===== src/rtl/ram_dma_controller.sv =====
// DMA sequencer moving word blocks between port B of the CI dual-port SSRAM and
// the system bus in bursts. The CPU configures it through custom-instruction accesses.
module ram_dma_controller #(
    parameter int nrOfEntries = 512,
    localparam int AW = $clog2(nrOfEntries)
) (
    input  logic          clock,
    input  logic          resetN,
    input  logic          ciStart,
    input  logic [31:0]   ciValueA,
    input  logic [31:0]   ciValueB,
    output logic          ciDone,
    output logic [31:0]   ciResult,
    output logic [AW-1:0] ramAddressB,
    output logic          ramWriteEnableB,
    output logic [31:0]   ramDataInB,
    input  logic [31:0]   ramDataOutB,
    output logic          busRequest,
    output logic          beginTransaction,
    output logic          readNotWrite,
    output logic          endTransactionOut,
    output logic          dataValidOut,
    output logic [31:0]   addressDataOut,
    output logic [7:0]    burstSize,
    input  logic          busGrant,
    input  logic          endTransactionIn,
    input  logic          dataValidIn,
    input  logic          busyIn,
    input  logic          busError,
    input  logic [31:0]   addressDataIn
);

    typedef enum logic [2:0] {S_IDLE, S_REQ, S_INIT, S_READ, S_WRITE, S_DONE} state_t;

    state_t        state_q, state_d;
    logic [31:0]   bus_start_q, bus_start_d;
    logic [AW-1:0] mem_start_q, mem_start_d;
    logic [9:0]    block_size_q, block_size_d;
    logic [7:0]    burst_len_q, burst_len_d;
    logic          busy_q, busy_d;
    logic          error_q, error_d;
    logic          dir_q, dir_d;
    logic [31:0]   bus_addr_q, bus_addr_d;
    logic [AW-1:0] mem_addr_q, mem_addr_d;
    logic [9:0]    remaining_q, remaining_d;
    logic [8:0]    burst_words_q, burst_words_d;
    logic [8:0]    word_cnt_q, word_cnt_d;
    logic          ci_done_q, ci_done_d;
    logic [31:0]   ci_result_q, ci_result_d;
    logic          bus_req_q, bus_req_d;
    logic          begin_q, begin_d;
    logic          rnw_q, rnw_d;
    logic          end_out_q, end_out_d;
    logic          dv_q, dv_d;
    logic [31:0]   addr_data_q, addr_data_d;
    logic [7:0]    burst_size_q, burst_size_d;

    logic [2:0]    sel;
    logic          ci_wr;
    logic          start_req;
    logic [31:0]   rd_data;
    logic [9:0]    burst_max;
    logic          unused_ci;

    assign sel       = ciValueA[12:10];
    assign ci_wr     = ciStart && ciValueA[9];
    assign start_req = ci_wr && (sel == 3'd5) && (ciValueB[0] || ciValueB[1]) && !busy_q;
    assign burst_max = {2'b00, burst_len_q} + 10'd1;
    assign unused_ci = ^{ciValueA[31:13], ciValueA[8:0]};

    always_comb begin
        rd_data = '0;
        case (sel)
            3'd1:    rd_data = bus_start_q;
            3'd2:    rd_data = {{(32-AW){1'b0}}, mem_start_q};
            3'd3:    rd_data = {22'd0, block_size_q};
            3'd4:    rd_data = {24'd0, burst_len_q};
            3'd5:    rd_data = {30'd0, error_q, busy_q};
            default: rd_data = '0;
        endcase
    end

    always_comb begin
        state_d         = state_q;
        bus_start_d     = bus_start_q;
        mem_start_d     = mem_start_q;
        block_size_d    = block_size_q;
        burst_len_d     = burst_len_q;
        busy_d          = busy_q;
        error_d         = error_q;
        dir_d           = dir_q;
        bus_addr_d      = bus_addr_q;
        mem_addr_d      = mem_addr_q;
        remaining_d     = remaining_q;
        burst_words_d   = burst_words_q;
        word_cnt_d      = word_cnt_q;
        ramAddressB     = '0;
        ramWriteEnableB = 1'b0;
        ramDataInB      = '0;

        if (ci_wr) begin
            case (sel)
                3'd1:    bus_start_d  = {ciValueB[31:2], 2'b00};
                3'd2:    mem_start_d  = ciValueB[AW-1:0];
                3'd3:    block_size_d = ciValueB[9:0];
                3'd4:    burst_len_d  = ciValueB[7:0];
                default: ;
            endcase
        end

        case (state_q)
            S_IDLE: begin
                if (start_req) begin
                    error_d = 1'b0;
                    if (block_size_q != '0) begin
                        busy_d      = 1'b1;
                        dir_d       = ciValueB[0];
                        bus_addr_d  = bus_start_q;
                        mem_addr_d  = mem_start_q;
                        remaining_d = block_size_q;
                        state_d     = S_REQ;
                    end
                end
            end
            S_REQ: begin
                if (busGrant) begin
                    burst_words_d = (burst_max < remaining_q) ? burst_max[8:0] : remaining_q[8:0];
                    word_cnt_d    = '0;
                    state_d       = S_INIT;
                end
            end
            S_INIT: begin
                if (!dir_q) ramAddressB = mem_addr_q;
                state_d = dir_q ? S_READ : S_WRITE;
            end
            S_READ: begin
                ramAddressB = mem_addr_q;
                if (dataValidIn && (word_cnt_q != burst_words_q)) begin
                    ramWriteEnableB = 1'b1;
                    ramDataInB      = addressDataIn;
                    mem_addr_d      = mem_addr_q + AW'(1);
                    remaining_d     = remaining_q - 10'd1;
                    word_cnt_d      = word_cnt_q + 9'd1;
                end
                if (endTransactionIn) state_d = S_DONE;
            end
            S_WRITE: begin
                // Port B is one word ahead of the bus so the registered data output
                // can take the next word directly when the current one is accepted.
                ramAddressB = mem_addr_q + AW'(1);
                if (!busyIn) begin
                    mem_addr_d  = mem_addr_q + AW'(1);
                    remaining_d = remaining_q - 10'd1;
                    word_cnt_d  = word_cnt_q + 9'd1;
                    if (word_cnt_q + 9'd1 == burst_words_q) state_d = S_DONE;
                end
            end
            S_DONE: begin
                bus_addr_d = bus_addr_q + {21'd0, word_cnt_q, 2'b00};
                if (remaining_q != '0) begin
                    state_d = S_REQ;
                end else begin
                    busy_d  = 1'b0;
                    state_d = S_IDLE;
                end
            end
            default: state_d = S_IDLE;
        endcase

        if (busError && (state_q != S_IDLE)) begin
            state_d = S_IDLE;
            error_d = 1'b1;
            busy_d  = 1'b0;
        end
    end

    always_comb begin
        bus_req_d    = state_d inside {S_REQ, S_INIT, S_READ, S_WRITE};
        begin_d      = (state_d == S_INIT);
        end_out_d    = (state_q == S_WRITE) && (state_d == S_DONE);
        rnw_d        = 1'b0;
        dv_d         = 1'b0;
        addr_data_d  = '0;
        burst_size_d = '0;
        ci_done_d    = ciStart;
        ci_result_d  = ciStart ? rd_data : '0;
        if (state_d == S_INIT) begin
            addr_data_d  = bus_addr_q;
            burst_size_d = burst_words_d[7:0] - 8'd1;
            rnw_d        = dir_q;
        end else if (state_d == S_WRITE) begin
            dv_d        = 1'b1;
            addr_data_d = ((state_q == S_WRITE) && busyIn) ? addr_data_q : ramDataOutB;
        end
    end

    always_ff @(posedge clock) begin
        if (!resetN) begin
            state_q       <= S_IDLE;
            bus_start_q   <= '0;
            mem_start_q   <= '0;
            block_size_q  <= '0;
            burst_len_q   <= '0;
            busy_q        <= 1'b0;
            error_q       <= 1'b0;
            dir_q         <= 1'b0;
            bus_addr_q    <= '0;
            mem_addr_q    <= '0;
            remaining_q   <= '0;
            burst_words_q <= '0;
            word_cnt_q    <= '0;
            ci_done_q     <= 1'b0;
            ci_result_q   <= '0;
            bus_req_q     <= 1'b0;
            begin_q       <= 1'b0;
            rnw_q         <= 1'b0;
            end_out_q     <= 1'b0;
            dv_q          <= 1'b0;
            addr_data_q   <= '0;
            burst_size_q  <= '0;
        end else begin
            state_q       <= state_d;
            bus_start_q   <= bus_start_d;
            mem_start_q   <= mem_start_d;
            block_size_q  <= block_size_d;
            burst_len_q   <= burst_len_d;
            busy_q        <= busy_d;
            error_q       <= error_d;
            dir_q         <= dir_d;
            bus_addr_q    <= bus_addr_d;
            mem_addr_q    <= mem_addr_d;
            remaining_q   <= remaining_d;
            burst_words_q <= burst_words_d;
            word_cnt_q    <= word_cnt_d;
            ci_done_q     <= ci_done_d;
            ci_result_q   <= ci_result_d;
            bus_req_q     <= bus_req_d;
            begin_q       <= begin_d;
            rnw_q         <= rnw_d;
            end_out_q     <= end_out_d;
            dv_q          <= dv_d;
            addr_data_q   <= addr_data_d;
            burst_size_q  <= burst_size_d;
        end
    end

    assign ciDone            = ci_done_q;
    assign ciResult          = ci_result_q;
    assign busRequest        = bus_req_q;
    assign beginTransaction  = begin_q;
    assign readNotWrite      = rnw_q;
    assign endTransactionOut = end_out_q;
    assign dataValidOut      = dv_q;
    assign addressDataOut    = addr_data_q;
    assign burstSize         = burst_size_q;

endmodule


===== config.mk =====
export PLATFORM = sky130hd
export DESIGN_NAME = ram_dma_controller
export DESIGN_NICKNAME = d
export VERILOG_FILES = /design/src/rtl/ram_dma_controller.sv
export SDC_FILE = /design/constraint.sdc
export NUM_CORES = 1
export LEC_CHECK = 0
export BUFFER_PORTS_ARGS = -buffer_cell sky130_fd_sc_hd__buf_2
export CORE_MARGIN = 3
export CORE_UTILIZATION = 50
export CTS_CLUSTER_DIAMETER = 200
export CTS_CLUSTER_SIZE = 28
export DETAILED_ROUTE_END_ITERATION = 10
export MAX_ROUTING_LAYER = met4
export PLACE_DENSITY = 0.76
export SKIP_CTS_REPAIR_TIMING = 1
export SKIP_LAST_GASP = 1
export SYNTH_ARGS = -nofsm -noshare
export SYNTH_HDL_FRONTEND = slang
export SYNTH_SLANG_ARGS = --single-unit

===== constraint.sdc =====
create_clock -name clock -period 7.1 [get_ports clock]
set_input_delay 1.065 -clock clock [delete_from_list [all_inputs] [get_ports clock]]
set_output_delay 1.065 -clock clock [all_outputs]
set_load 0.005 [all_outputs]

==> run_results.csv, run 1 <==
group,metric,value,unit
outcome,outcome,"complete, no violations",
logic_synthesis,seq_area_frac_synth,0.4055,
logic_synthesis,synth_top_flop_cell,"dfxtp_1",
cells_and_area,fin_nets,1614,
power_and_ir_drop,ir_drop,0.0001426,V
cells_and_area,mostFrequentLayoutCells,"buf_2 (227), dfxtp_1 (208), nor2_1 (174), nand2_1 (160), a21oi_1 (93)",
clocking,ctsRootBufferMaster,"clkbuf_16",
sta,finalCritPeriodShare,0.5622,
detailed_routing,via_per_inst,5.818,
cells_and_area,finish.utilization,0.5953,
worst_setup_path,r2r_setup_slack,3110,ps
detailed_routing,drt-pass1-iter-count,5,
die,core.rowCount,51,
sta,rsz0062_at_grt,"no",
die,io_pins,256,
die,core_area,0.01985,mm2
sta,hold_violations,0,
placement,pre_cts_slack,2688,ps
detailed_routing,final_antenna_net_count,0,
die,die_y,149.3,um
die,initial_core_util,0.5174,
placement,gp_congestion,0.9573,
global_route,grt_start_max_net_pins,74,
placement,hpwl,21.40,mm
cells_and_area,final_common_cell,"buf_2",
clocking,cts_tree,"built",
worst_setup_path,worstPathMaxFanout,8,
sta,period_needed,3992,ps
worst_setup_path,critical_path_class,"flop to flop",
logic_synthesis,synth_edf_count,0,
clocking,path_clk_slew,110,ps
sta,finalWorstSetupSlack,3108,ps
detailed_routing,num_vias,10000,
logic_synthesis,async_flop_share,0,
cells_and_area,n_antenna_cell,0,
detailed_routing,wire_per_inst,17.21,um
worst_setup_path,crit_path_start_kind,"flop",
power_and_ir_drop,p_leak,0.004915,uW
job,cap_violations,0,
placement,place_inst,1707,
min_path,hp-start,"bus_start_q[30]",
worst_setup_path,timing.rr.end,"burstSize[4]",
sta,max_freq,250.5,MHz
logic_synthesis,synth_cell_type_count,65,
sta,slew_viol_final,0,
sta,max-slew-margin-rel,0.2462,
clocking,clock_tree.buffer_depth,3,
logic_synthesis,yosysTopAreaCellShare,0.4055,
global_route,grt_usage,0.2584,
logic_synthesis,synth.net_count,1444,
global_route,antenna_found_initial,0,
logic_synthesis,synthCells,1285,
sta,finClkSkew,17.64,ps
sta,setup_tns,0,ps
die,die_w,149.3,um
clocking,cts.sinks,208,
logic_synthesis,ys_top_cells_by_area,"dfxtp_1 (41%), nor2_1 (6.4%), nand2_1 (5.8%)",
logic_synthesis,syn_avg_cell_area,7.991,um2
clocking,htreeDepth,1,
worst_setup_path,r2r_start,"burst_len_q[2]",
logic_synthesis,ys_ff_latch,208,
die,dieArea,0.02229,mm2
min_path,hold_end,"bus_start_q[30]",
sta,max_slew.worst_pin.slew,1128,ps
global_route,grt_overflow,0,
logic_synthesis,yosysTopAreaCell,"dfxtp_1",
global_route,grt_first_pass_wirelength,46.49,mm
worst_setup_path,crit_start,"burst_len_q[2]",
detailed_routing,first_iter_violations,907,
min_path,hold_class,"flop to flop",
worst_setup_path,worst_ep_arrival_time,4340,ps
worst_setup_path,worst_ep_required_time,7450,ps
cells_and_area,final_cells,1719,
detailed_routing,routed_wl,29.58,mm
clocking,numCtsBuffers,11,
placement,numPortBuffers,227,
logic_synthesis,netlist_area,0.01027,mm2
worst_setup_path,r2r_cells,13,
clocking,clock_latency,470,ps
worst_setup_path,endpoint_kind,"flop",
global_route,grt_pass1_vias,9109,
cells_and_area,drive_above_1_share,0.1919,
detailed_routing,drc,0,
cells_and_area,synthToLayoutAreaGrowth,15.05,%
min_path,worst_hold_path.num_cells,2,
logic_synthesis,yosysWarnings,0,
power_and_ir_drop,p_per_area,165.1,mW/mm2
sta,final-setup-viol-count,0,
==> critical path: stages (launching register included) <==
cell	delay, ps
dfxtp_1	470
and4_1	260
nand4_1	120
xnor2_1	290
ha_1	300
a211o_1	300
nor3_1	690
nor3_1	140
o31ai_1	510
ha_1	280
inv_1	70
nor3b_1	240
xnor2_1	160
nor2_1	50
==> metrics by stage <==
step	cell area, um2	power [uW]	hold WS [ps]
floorplan	10270	1258	436.0
global placement	11520	1309	457.2
global route	11810	2013	511.5
CTS	11810	1967	476.4
detailed placement	11520	1309	459.7
finish	11810	1951	478.4
==> metal layers <==
layer / wire, um / track usage / up-vias
met5: 0 / - / -
met4: 817 / 0.07551 / 0
met3: 2094 / 0.03342 / 54
met2: 14240 / 0.4282 / 399
met1: 12420 / 0.3328 / 4656
li1: - / - / 4893
==> cell usage after synthesis (7+ instances only) <==
cell / count
nor2b_1: 7
and3_1: 44
o211ai_1: 8
or3_1: 7
dfxtp_1: 208
clkbuf_1: 69
a2bb2oi_2: 10
inv_1: 28
a22oi_1: 23
a221oi_1: 11
nand2_1: 160
o221ai_1: 8
ha_1: 22
nand3b_1: 7
mux2i_1: 22
nor3_1: 23
nand3_1: 34
xnor2_1: 26
a2bb2oi_1: 20
a211oi_1: 8
nor2_1: 174
nand2b_1: 9
a31oi_1: 9
nand4_1: 8
o21ai_0: 89
o31ai_1: 16
a311oi_1: 10
and2_1: 39
nor4_1: 10
a21oi_1: 94
==> cell families (layout without fill, tap and decap cells) <==
| kind of cell | after synthesis | in the layout | share of synthesized area |
|---|---|---|---|
| simple gates | 542 | 542 | 0.2455 |
| compound gates | 346 | 346 | 0.2268 |
| flops | 208 | 208 | 0.4055 |
| buf+inv | 113 | 282 | 0.04508 |
| xor+xnor | 29 | 29 | 0.02474 |
| mux | 24 | 24 | 0.02364 |
| fa+ha+maj | 23 | 23 | 0.02876 |
==> how the worst max path moves through the flow <==
stage	endpoint	depth (start not counted)	slack [ps]
finish	burstSize[4]	13	3110
global route	burstSize[4]	13	2840
CTS	burstSize[4]	13	3170
detailed placement	word_cnt_q[4]	8	2690
global placement	word_cnt_q[4]	8	2700
floorplan	burstSize[4]	13	3830
==> state kept, by name (all words and copies together) (netlist names) <==
name,cells
bus_start_q,30
busy_q,1
mem_addr_q,9
burstSize,8
remaining_q,10
ciResult,32
block_size_q,10
mem_start_q,9
busRequest,1
burst_len_q,8
state_q,3
dir_q,1
error_q,1
dataValidOut,1
word_cnt_q,9
beginTransaction,1
burst_words_q,9
readNotWrite,1
bus_addr_q,30
endTransactionOut,1
addressDataOut,32
ciDone,1
==> power breakdown <==
| group | total, uW | internal [uW] | switching (uW) |
|---|---|---|---|
| Sequential | 1180 | 1170 | 5.91 |
| Clock | 666 | 287 | 379 |
| Combinational | 107 | 44.7 | 62.5 |
| Total | 1950 | 1500 | 447 |
==> final cells by class <==
class / count / area (um2)
Clock buffer: 11 / 275.3
Clock inverter: 1 / 16.27
Fill cell: 1824 / 8031
Inverter: 29 / 108.9
Multi-Input combinational cell: 964 / 5664
Sequential cell: 208 / 4164
Tap cell: 265 / 331.6
Timing Repair Buffer: 241 / 1254
(Power assumes the default switching activity.)
==> run 2: changes to the inputs <==
- ABC_AREA: default -> 1
- CORE_UTILIZATION: 50 -> 49
- PLACE_DENSITY: 0.76 -> 0.77
- clock period: 7.1 -> 3.6 ns (I/O delays scaled with it)
==> run 2 against run 1 <==
  * Clock skew is 17 ps higher
  * Setup slack worse by 2700 ps
  * Cell count is 22% higher
  * Global-route usage is 0.46 points higher
==> run_results.csv, run 2 <==
group,metric,value,unit
detailed_routing,wire_per_inst,15.61,um
worst_setup_path,endpoint_kind,"output pin",
global_route,grt_usage,0.2630,
logic_synthesis,netlist_area,0.01109,mm2
detailed_routing,drc,0,
die,core_area,0.02203,mm2
power_and_ir_drop,p_total,3949,uW
detailed_routing,final_antenna_net_count,0,
job,cap_violations,0,
logic_synthesis,synth_edf_count,0,
min_path,worst_hold_path.num_cells,3,
global_route,use_met2,0.3997,
sta,final-setup-viol-count,0,
placement,gp_congestion,0.9764,
placement,numPortBuffers,227,
outcome,outcome,"complete, no violations",
logic_synthesis,async_flop_share,0,
placement,placed_area,0.01238,mm2
cells_and_area,fin_nets,1982,
worst_setup_path,r2r_setup_slack,520,ps
power_and_ir_drop,ir_drop,0.0004022,V
detailed_routing,drt-pass1-iter-count,8,
global_route,grt_first_pass_wirelength,51.58,mm
sta,finalWorstSetupSlack,446.2,ps
logic_synthesis,yosysTopAreaCellShare,0.3756,
cells_and_area,n_antenna_cell,0,
clocking,ctsRootBufferMaster,"clkbuf_16",
global_route,grt_pass1_vias,9978,
sta,hold_violations,0,
logic_synthesis,yosysMostFrequentCell,"nand2_1",
global_route,grtUsageMet3,0.03097,
worst_setup_path,timing.rr.end,"addressDataOut[15]",
clocking,clock_latency,480,ps
sta,max_slew.worst_pin.slew,831.5,ps
detailed_routing,num_vias,11300,
min_path,hp-start,"ciValueB[29]",
detailed_routing,routed_wl,32.81,mm
global_route,gr-usage-met1,0.3778,
detailed_routing,via_per_inst,5.376,
sta,max_freq,317.1,MHz
global_route,grt-busiest-layer,"met2",
worst_setup_path,worstPathMaxFanout,20,
logic_synthesis,synthCells,1637,
logic_synthesis,syn_avg_cell_area,6.773,um2
sta,finalCritPeriodShare,0.8760,
power_and_ir_drop,p_per_area,311.5,mW/mm2
logic_synthesis,yosysWarnings,0,
cells_and_area,mostFrequentLayoutCells,"nand2_1 (299), buf_2 (227), inv_1 (219), dfxtp_1 (208), nor2_1 (206)",
global_route,grt_start_max_net_pins,50,
logic_synthesis,synth_top_flop_cell,"dfxtp_1",
sta,max-slew-margin-rel,0.4419,
sta,rsz0062_at_grt,"no",
logic_synthesis,seq_area_frac_synth,0.3756,
clocking,path_clk_slew,110,ps
clocking,cts.sinks,208,
clocking,numCtsBuffers,11,
worst_setup_path,crit_path_start_kind,"flop",
sta,setup_tns,0,ps
die,initial_core_util,0.5034,
cells_and_area,final_cells,2102,
logic_synthesis,synth_commonest_cells,"nand2_1 (299), inv_1 (220), dfxtp_1 (208)",
worst_setup_path,critical_path_class,"flop to output pin",
die,io_pins,256,
detailed_routing,first_iter_violations,1048,
worst_setup_path,r2r_cells,15,
logic_synthesis,synth.net_count,1796,
cells_and_area,synthToLayoutAreaGrowth,14.34,%
clocking,cts_tree,"built",
placement,place_inst,2090,
sta,period_needed,3154,ps
die,die_y,156.4,um
min_path,hold_end,"bus_start_q[29]",
cells_and_area,post-route-cell-area,0.01268,mm2
sta,slew_viol_final,0,
logic_synthesis,yosysTopAreaCell,"dfxtp_1",
clocking,clock_tree.buffer_depth,3,
global_route,antenna_found_initial,0,
die,dieArea,0.02447,mm2
power_and_ir_drop,p_leak,0.005780,uW
worst_setup_path,crit_top_cell,"inv_1",
worst_setup_path,r2r_start,"remaining_q[0]",
worst_setup_path,slowest_stage,"dfxtp_1",
worst_setup_path,path_cells,"nand2_2, inv_1, nor2_1, inv_1, o22ai_1, a21oi_1, buf_2",
placement,pre_cts_slack,466.1,ps
worst_setup_path,worst_ep_required_time,3060,ps
cells_and_area,final_common_cell,"nand2_1",
min_path,hold_class,"input port to flop",
worst_setup_path,worst_ep_arrival_time,2610,ps
clocking,htreeDepth,1,
logic_synthesis,ys_ff_latch,208,
logic_synthesis,synth_cell_type_count,47,
cells_and_area,drive_above_1_share,0.1773,
die,core.rowCount,54,
placement,hpwl,24.66,mm
sta,finClkSkew,34.16,ps
die,die_w,156.4,um
logic_synthesis,ys_top_cells_by_area,"dfxtp_1 (38%), nand2_1 (10%), inv_1 (7.4%)",
worst_setup_path,slowest_delay,520,ps
global_route,grt_overflow,0,
run 2: changes by cell type after synthesis, sizes merged, moves of 40 or more:
cell / delta
and2: -40
inv: +199
and3: -44
nand4: +40
nand2: +144
o21ai: +50
nor2: +40
run 2: worst max path at each step:
stage	start	to	slack, ps	depth (start not counted)
after floorplan	burst_len_q[2]	burstSize[4]	800	19
after global placement	burst_len_q[2]	burstSize[7]	490	19
after detailed placement	burst_len_q[2]	burstSize[4]	470	20
after CTS	burst_len_q[2]	burstSize[4]	450	20
after global routing	burst_len_q[2]	burstSize[4]	70	20
final	state_q[2]	ramAddressB[0]	450	7
run 2: area by class of cell:
cell class	instances	area [um2]
sequential	208	4164
fill	2184	9349
clock inverter	1	16.27
inverter	229	859.6
multi-input combinational	1126	5725
clock buffer	11	275.3
tap	280	350.3
timing repair buffer	247	1286
run 2: cell families after synthesis:
group                    share of synthesized area
flip-flops                                  0.3756
adder cells (fa/ha/maj)                    0.02663
buffers and inverters                       0.1090
AND/OR/NAND/NOR                             0.2848
XOR/XNOR                                   0.02054
AO/OA/AOI/OAI                               0.1834
run 2: per-layer routing:
layer	vias up	share of wire
met3	35	0.066
met1	5168	0.47
met2	406	0.44
li1	5692	-
met4	0	0.018
met5	-	0
run 2: through the flow:
stage	util	hold WS (ps)
2_1_floorplan	-	434.6
3_3_place_gp	0.5621	451.5
3_5_place_dp	0.5621	455.7
4_1_cts	0.5753	286.2
5_1_grt	0.5756	300.2
6_report	0.5756	291.5
run 2: report_power, final:
| part | switching (uW) | leakage [uW] | internal, uW | total [uW] |
|---|---|---|---|---|
| sequential | 15.6 | 0.00168 | 2320 | 2340 |
| clock | 761 | 0.000143 | 567 | 1330 |
| combinational | 170 | 0.00396 | 116 | 286 |
| total | 947 | 0.00578 | 3000 | 3950 |
run 2: critical path: cells and delay by family (launching register included):
kind	cells	cell delay, ps
AO/OA/AOI/OAI	2	320
buffers and inverters	3	870
flip-flops	1	520
AND/OR/NAND/NOR	2	420
